### config.mk
export PLATFORM = sky130hd
export DESIGN_NAME = clk_div_gen
export DESIGN_NICKNAME = d
export VERILOG_FILES = /design/src/rtl/clk_div_gen.sv
export SDC_FILE = /design/constraint.sdc
export NUM_CORES = 1
export LEC_CHECK = 0
export CAP_MARGIN = 20
export CORE_ASPECT_RATIO = 1.2
export CORE_UTILIZATION = 47
export CTS_CLUSTER_SIZE = 10
export DETAILED_ROUTE_END_ITERATION = 7
export MAX_ROUTING_LAYER = met4
export PLACE_DENSITY_LB_ADDON = 0.12
export SYNTH_ARGS = -nofsm -noshare
export SYNTH_HDL_FRONTEND = slang
export SYNTH_SLANG_ARGS = --single-unit
### constraint.sdc
create_clock -name clkin1 -period 5.2 [get_ports clkin1]
set_clock_uncertainty 0.2 [all_clocks]
set_input_delay 0.78 -clock clkin1 [delete_from_list [all_inputs] [get_ports clkin1]]
set_output_delay 0.78 -clock clkin1 [all_outputs]
set_load 0.05 [all_outputs]
### src/rtl/clk_div_gen.sv
// Multi-channel clock-enable/divided-level generator; ratio changes land on the target's period boundary.
// Outputs decode registered counters; cfg_ready is low outside LOCKED, so requests wait while settling or pending.
module clk_div_gen #(
   parameter int CH_NUM      = 5,
   parameter int DIV_W       = 10,
   parameter int INIT_RATIO  = 5,
   parameter int INIT_DUTY   = 2,
   parameter int INIT_PHASE  = 0,
   parameter int LOCK_CYCLES = 16,
   localparam int CH_W       = (CH_NUM > 1) ? $clog2(CH_NUM) : 1
) (
   input  logic              clkin1,
   input  logic              rst,
   input  logic              cfg_valid,
   output logic              cfg_ready,
   input  logic [CH_W-1:0]   cfg_ch,
   input  logic [DIV_W-1:0]  cfg_ratio,
   input  logic [DIV_W-1:0]  cfg_duty,
   input  logic [DIV_W-1:0]  cfg_phase,
   input  logic              load_phase,
   output logic [CH_NUM-1:0] clk_en,
   output logic [CH_NUM-1:0] clk_lvl,
   output logic              div_lock
);

   localparam logic [1:0] ALIGN  = 2'd0;
   localparam logic [1:0] SETTLE = 2'd1;
   localparam logic [1:0] PEND   = 2'd2;
   localparam logic [1:0] LOCKED = 2'd3;
   localparam int SET_W = (LOCK_CYCLES > 1) ? $clog2(LOCK_CYCLES) : 1;

   logic [1:0]       state_q, state_d;
   logic [SET_W-1:0] scnt_q;
   logic             locked_q;

   logic [DIV_W-1:0] ratio_q [CH_NUM];
   logic [DIV_W-1:0] duty_q  [CH_NUM];
   logic [DIV_W-1:0] phase_q [CH_NUM];
   logic [DIV_W-1:0] cnt_q   [CH_NUM];

   logic [DIV_W-1:0] r_eff   [CH_NUM];
   logic [DIV_W-1:0] d_eff   [CH_NUM];
   logic [DIV_W-1:0] p_eff   [CH_NUM];
   logic [DIV_W-1:0] r_m1    [CH_NUM];
   logic [DIV_W-1:0] preload [CH_NUM];

   logic [CH_W-1:0]   pend_ch_q;
   logic [DIV_W-1:0]  pend_ratio_q, pend_duty_q, pend_phase_q;
   logic [CH_NUM-1:0] apply_vec;
   logic              hs, ch_ok, apply, running;

   assign hs        = cfg_valid & locked_q;
   assign ch_ok     = ({1'b0, cfg_ch} < (CH_W+1)'(CH_NUM));
   assign running   = (state_q != ALIGN);
   assign apply     = (state_q == PEND) && (|apply_vec);
   assign cfg_ready = locked_q;
   assign div_lock  = locked_q;

   always_comb begin
      clk_en    = '0;
      clk_lvl   = '0;
      apply_vec = '0;
      for (int i = 0; i < CH_NUM; i++) begin
         r_eff[i]     = (ratio_q[i] == '0) ? DIV_W'(1) : ratio_q[i];
         d_eff[i]     = (duty_q[i] > r_eff[i]) ? r_eff[i] : duty_q[i];
         p_eff[i]     = (phase_q[i] >= r_eff[i]) ? r_eff[i] - DIV_W'(1) : phase_q[i];
         r_m1[i]      = r_eff[i] - DIV_W'(1);
         preload[i]   = (p_eff[i] == '0) ? '0 : r_eff[i] - p_eff[i];
         apply_vec[i] = (pend_ch_q == CH_W'(i)) && (cnt_q[i] == r_m1[i]);
         clk_en[i]    = running && (cnt_q[i] == '0);
         clk_lvl[i]   = running && (cnt_q[i] < d_eff[i]);
      end
   end

   always_comb begin
      state_d = state_q;
      case (state_q)
         ALIGN:  state_d = SETTLE;
         SETTLE: begin
            if (load_phase)                             state_d = ALIGN;
            else if (scnt_q == SET_W'(LOCK_CYCLES - 1)) state_d = LOCKED;
         end
         LOCKED: begin
            if (load_phase)       state_d = ALIGN;
            else if (hs && ch_ok) state_d = PEND;
         end
         default: begin
            if (apply) state_d = SETTLE;
         end
      endcase
   end

   always_ff @(posedge clkin1) begin
      if (rst) begin
         state_q      <= ALIGN;
         scnt_q       <= '0;
         locked_q     <= 1'b0;
         pend_ch_q    <= '0;
         pend_ratio_q <= '0;
         pend_duty_q  <= '0;
         pend_phase_q <= '0;
         for (int i = 0; i < CH_NUM; i++) begin
            ratio_q[i] <= DIV_W'(INIT_RATIO);
            duty_q[i]  <= DIV_W'(INIT_DUTY);
            phase_q[i] <= DIV_W'(INIT_PHASE);
            cnt_q[i]   <= '0;
         end
      end else begin
         state_q  <= state_d;
         locked_q <= (state_d == LOCKED);
         scnt_q   <= (state_q == SETTLE) ? scnt_q + SET_W'(1) : '0;

         if (hs && ch_ok && !load_phase) begin
            pend_ch_q    <= cfg_ch;
            pend_ratio_q <= cfg_ratio;
            pend_duty_q  <= cfg_duty;
            pend_phase_q <= cfg_phase;
         end

         for (int i = 0; i < CH_NUM; i++) begin
            if (state_q == ALIGN) begin
               cnt_q[i] <= preload[i];
            end else if ((state_q == PEND) && apply_vec[i]) begin
               // New settings start on a fresh period; phase waits for the next realign.
               cnt_q[i]   <= '0;
               ratio_q[i] <= pend_ratio_q;
               duty_q[i]  <= pend_duty_q;
               phase_q[i] <= pend_phase_q;
            end else begin
               cnt_q[i] <= (cnt_q[i] >= r_m1[i]) ? '0 : cnt_q[i] + DIV_W'(1);
            end

            if (hs && ch_ok && load_phase && (cfg_ch == CH_W'(i))) begin
               ratio_q[i] <= cfg_ratio;
               duty_q[i]  <= cfg_duty;
               phase_q[i] <= cfg_phase;
            end
         end
      end
   end

endmodule

# --- After elaboration in Yosys (flattened, before gate mapping) ---
# Memory sizes are Yosys's and may differ from the RTL's.
# Cells that the tools add are included.
totals:
  ff_bits: 40
  ram_bits: 200
  inputBits: 37
  out_inout_bits: 12
  elab_cells: 300
  memories: 4
memory_table:
  columns: ["name", "depth", "word_bits", "rd", "rd_ports_with_merged_regs", "wr", "line_no", "rtl"]
  rows:
  - ["cnt_q", 5, 10, 5, 0, 5, "39", "logic [DIV_W-1:0] cnt_q [CH_NUM];"]
  - ["duty_q", 5, 10, 5, 0, 5, "37", "logic [DIV_W-1:0] duty_q [CH_NUM];"]
  - ["phase_q", 5, 10, 5, 0, 5, "38", "logic [DIV_W-1:0] phase_q [CH_NUM];"]
  - ["ratio_q", 5, 10, 5, 0, 5, "36", "logic [DIV_W-1:0] ratio_q [CH_NUM];"]
op_classes:
  add_sub_neg: 16
  magnitude_cmp: 21
  eq_ne: 18
  mux: 136
  bitwise_logic: 47
  n_reduce_logical: 51
op_table:
  columns: ["op", "count"]
  rows:
  - ["$mux W10", 70]
  - ["$logic_not A10 Y1", 15]
  - ["$ge A10 B10 Y1", 10]
  - ["$mux W1", 60]
  - ["$add A10 B1 Y10 const B", 5]
  - ["$eq A10 B10 Y1", 5]
  - ["$gt A10 B10 Y1", 5]
  - ["$lt A10 B10 Y1", 5]
  - ["$sub A10 B1 Y10 const B", 5]
  - ["$sub A10 B10 Y10", 5]
  - ["$or A1 B1 Y1", 45]
  - ["$logic_and A1 B1 Y1", 29]
  - ["$eq A3 B2 Y1 const B", 4]
  - ["$mux W2", 5]
  - ["$eq A2 B2 Y1 const B", 3]
  - ["$eq A3 B1 Y1 const B", 2]
  - ["$eq A3 B3 Y1 const B", 2]
  - ["$logic_not A3 Y1", 2]
  - ["$pmux W2 S3", 1]
  - ["$reduce_or A5 Y1", 1]
  - ["$add A4 B1 Y4 const B", 1]
  - ["$eq A4 B4 Y1 const B", 1]
  - ["$lt A3 B3 Y1 const B", 1]
  - ["$eq A2 B1 Y1 const B", 1]
  - ["other kinds (6)", 6]

# --- Longest topological paths before layout ---
depth:
  depth_word: 12
  ltp_mapped: 25
  ltp_nobuf: 23

# --- Least setup slack after synthesis ---
# No wires, ideal clock.
synth_timing:
  path_type: "register to register"
  startpoint: "memory ratio_q[3][4]"
  endpoint: "memory duty_q[3][0] (enable)"
  setup_time_ns: 0.459
  t_arrival_ns: 5.044
  t_required_ns: 4.541
  slack_ns: -0.503
  path_stages_with_launch: 15
  path_buffers: 0
  synth_period_minus_slack_ns: 5.703
  path_cell_list: "edfxtp_1 or4_1 nor3_2 a21o_1 inv_1 ha_1 nand3_1 nor2_1 xnor2_1 inv_1 ha_1 nand3_1 nor3_1 nand3_1 o21ai_0"
synth_rtl:
  columns: ["item", "line_no"]
  rows:
  - ["from (decl)", "36"]
  - ["to (decl)", "37"]

==> impl_metrics.yaml <==
worst_setup_path:
  cpPeakStageDelay_ns: 0.56
  reg2regPathDepth: 24
  critPathTopFamily: "compound AO/OA/AOI/OAI gates"
  cp.arrival_ns: 4.71
  cp_slowest_cell: "or4_4"
  reg2reg_slack_ns: 0.12
  crit_path_frequent_cell: "buf_4"
  start_kind: "register"
  r2r-start: "ratio_q[4][4]"
  crit_start: "ratio_q[2][7]"
  critPathBufInv: 14
  required_ns: 4.22
  crit_fanout: 2
  regToRegEndpoint: "cnt_q[4][7]"
  critPathKind: "register to primary output"
  crit_path_end_kind: "primary output"
global_routing:
  grt_pass1_vias: 17600
  grt-ovfl-total: 0
  grt_pass1_wl_um: 103000
  grtUsageTotal_pct: 31.8
  antenna_found_initial: 0
  grt_max_degree: 64
clocking:
  cts_tree: "built"
  clkLatencyLatePin_ns: 0.59
  htree_levels: 1
  numCtsBuffers: 29
  cts.clk_slew.worst_paths_ns: 0.06
  holdBufCountCts: 0
  cts_max_path_buffers: 3
  cts-root-buf: "clkbuf_16"
  cts_sinks: 240
yosys:
  synth.top_cell.area_share_pct: 30.1
  yosys_warnings: 0
  syn-instance-count: 2337
  synthArstFlopShare_pct: 0
  ys.flop_type: "edfxtp_1"
  synth_cell_types: 89
  yosysTopAreaCell: "edfxtp_1"
  ys_seq_area_share_pct: 34.1
  synth_seq_cells: 240
  synth.avg_cell_area_um2: 8.55
  synthTopCellsByArea: "edfxtp_1 (30%), ha_1 (15%), nand2_1 (8.4%)"
  synth_edf_count: 200
  synth_area_um2: 20000
worst_hold_path:
  min_from: "scnt_q[0]"
  holdCritPathClass: "register to register"
  whs_endpoint: "scnt_q[0]"
  min_path_cells: 1
placed_design:
  gp_congestion: 1.00
  dpl.cell_count: 2949
  hpwl_um: 50000
  portBuffers: 48
  place_area_um2: 21700
timing:
  fin_crit_ns: 5.69
  fmax_mhz: 176
  layout_setup_ws_ns: -0.490
  drv_slew: 0
  finalSetupViolations: 4
  slew_headroom_pct: 25.6
  hold_ws_ns: 0.256
  period_share_pct: 109
  worstMarginPinSlew_ns: 1.12
  hold_viol: 0
  grt_setup_unrepaired: "true"
layout:
  syn2layout_area_growth_pct: 17.8
  antenna_cells: 0
  fin_area_um2: 23500
  nNetsFinal: 2785
  final_common_cell: "nand2_1"
  drive_above_1_share_pct: 12.6
  layout_common_cells: "nand2_1 (446), ha_1 (237), a21oi_1 (218), edfxtp_1 (200), buf_4 (134)"
  utilization_pct: 56.2
  layout.cells.non_filler: 3066
  multi_input_area_um2: 13000
  fillers: 3879
  seqCellArea_um2: 6810
power_and_ir_drop:
  p_per_area_nw_per_um2: 249
  power_w: 0.00585
  p_leak_nw: 9.04
  vdd_drop_max_mv: 0.265
floorplan:
  die_h_um: 228
  die_w_um: 190
  die_area_um2: 43300
  core_um2: 41900
  num_io_pins: 49
  row_count: 82
  start_util_pct: 47.7
detailed_routing:
  drc: 0
  vias: 18200
  drtAntennaViolNets: 0
  drt_wl_total_um: 67900
  viasPerCell: 5.95
  avgRoutedWirePerCell_um: 22.1
  first_pass_iters: 6
  first_iter_violations: 1709
run:
  drv_cap: 0
status:
  status: "finished with violations"
  violations: "setup timing"
==> logic make-up (layout without fill, tap and decap cells) <==
group | count (synthesis) | in the layout | share of synthesized area, %
AO/OA/AOI/OAI | 542 | 542 | 16.4
adder cells (fa/ha/maj) | 257 | 257 | 16.2
XOR/XNOR | 125 | 125 | 5.48
multiplexers | 52 | 52 | 2.69
buffers and inverters | 229 | 361 | 4.43
flip-flops | 240 | 240 | 34.1
other | 1 | 50 | 0.0188
AND/OR/NAND/NOR | 891 | 893 | 20.7
==> synth_stat cells, drive strengths merged (4+ instances only) <==
cell type	instances
o21a	15
xor2	44
o311ai	4
clkbuf	108
buf	13
a22oi	9
edfxtp	200
a31oi	11
a211o	6
mux2i	52
o22ai	34
o31ai	8
o211ai	5
nand4b	11
a32oi	5
dfxtp	40
or2	9
and3	23
or4	15
or3	19
nor2	119
a21oi	234
o21ai	114
nor2b	24
a211oi	13
nand3	77
o41ai	4
and2	13
xnor2	81
nand2	449
nor4	32
fa	5
nand4	30
a2111oi	4
inv	108
maj3	6
o2111ai	4
nand2b	19
ha	246
nor3	41
a21o	45
==> through the flow <==
step	TNS [ns]	setup slack, ns
3_5_place_dp	-0.111	-0.0946
4_1_cts	-0.848	-0.456
6_report	-0.892	-0.490
3_3_place_gp	0	0.108
5_1_grt	-1.71	-0.739
2_1_floorplan	0	0.0154
==> power by group <==
group / internal [W] / total [W] / switching (W)
clock network: 0.00109 / 0.00192 / 0.000830
logic: 0.000711 / 0.00156 / 0.000852
registers: 0.00220 / 0.00237 / 0.000165
==> routing by layer <==
metal	up-vias	global-route usage [%]	part of all wire, %
li1	8707	-	-
met1	8726	39.8	41
met2	639	52.4	48
met3	175	3.42	6.1
met4	0	12.5	4.5
met5	-	-	0
==> flip-flops by register name, summed over array words and instances, names as in the netlist <==
signal and cells:
pend_ratio_q 10, pend_phase_q 10, state_q 2, cfg_ready 1, duty_q 50, ratio_q 50, scnt_q 4, cnt_q 50
phase_q 50, pend_ch_q 3, pend_duty_q 10
==> cell type report <==
cell class | count | area share (%)
clock inverters | 4 | 0.101
repair buffers | 199 | 7.50
multi-input cells | 1919 | 55.3
clock buffers | 50 | 3.59
well taps | 546 | 2.90
inverters | 108 | 1.72
flip-flops and latches | 240 | 28.9
==> worst reg2reg max path, cell delays in order, from the launching register on <==
cell and delay [ns]:
edfxtp_1 0.40, or4_4 0.56, nor3_2 0.11, a41o_1 0.22
buf_4 0.14, ha_1 0.21, or3b_1 0.39, o2111ai_2 0.12
a21oi_2 0.11, buf_4 0.18, nor2_4 0.11, nand2_1 0.06
o21ai_0 0.10, ha_2 0.20, inv_1 0.08, a21oi_4 0.16
buf_4 0.14, o21a_1 0.13, o41ai_2 0.10, nand3_1 0.11
nor2_1 0.05, or4_4 0.53, a31oi_4 0.16, xor2_1 0.17
o22ai_1 0.10
==> how the worst max path moves through the flow <==
stage,cells past startpoint,slack [ns],endpoint
floorplan,22,0.02,cnt_q[4][7]
global placement,22,0.11,clk_lvl[2]
detailed placement,22,-0.09,clk_lvl[2]
CTS,22,-0.46,clk_lvl[2]
global route,22,-0.74,clk_lvl[2]
finish,28,-0.49,clk_lvl[2]
==> timing repair <==
action                     CTS  global route
gates cloned                 0             3
hold endpoints to repair     0             0
gates resized for setup     34            90
pin swaps                   28            61
setup buffers               44            14
setup endpoints to repair    6            95
No activity file was read; power rests on OpenSTA's default activity.
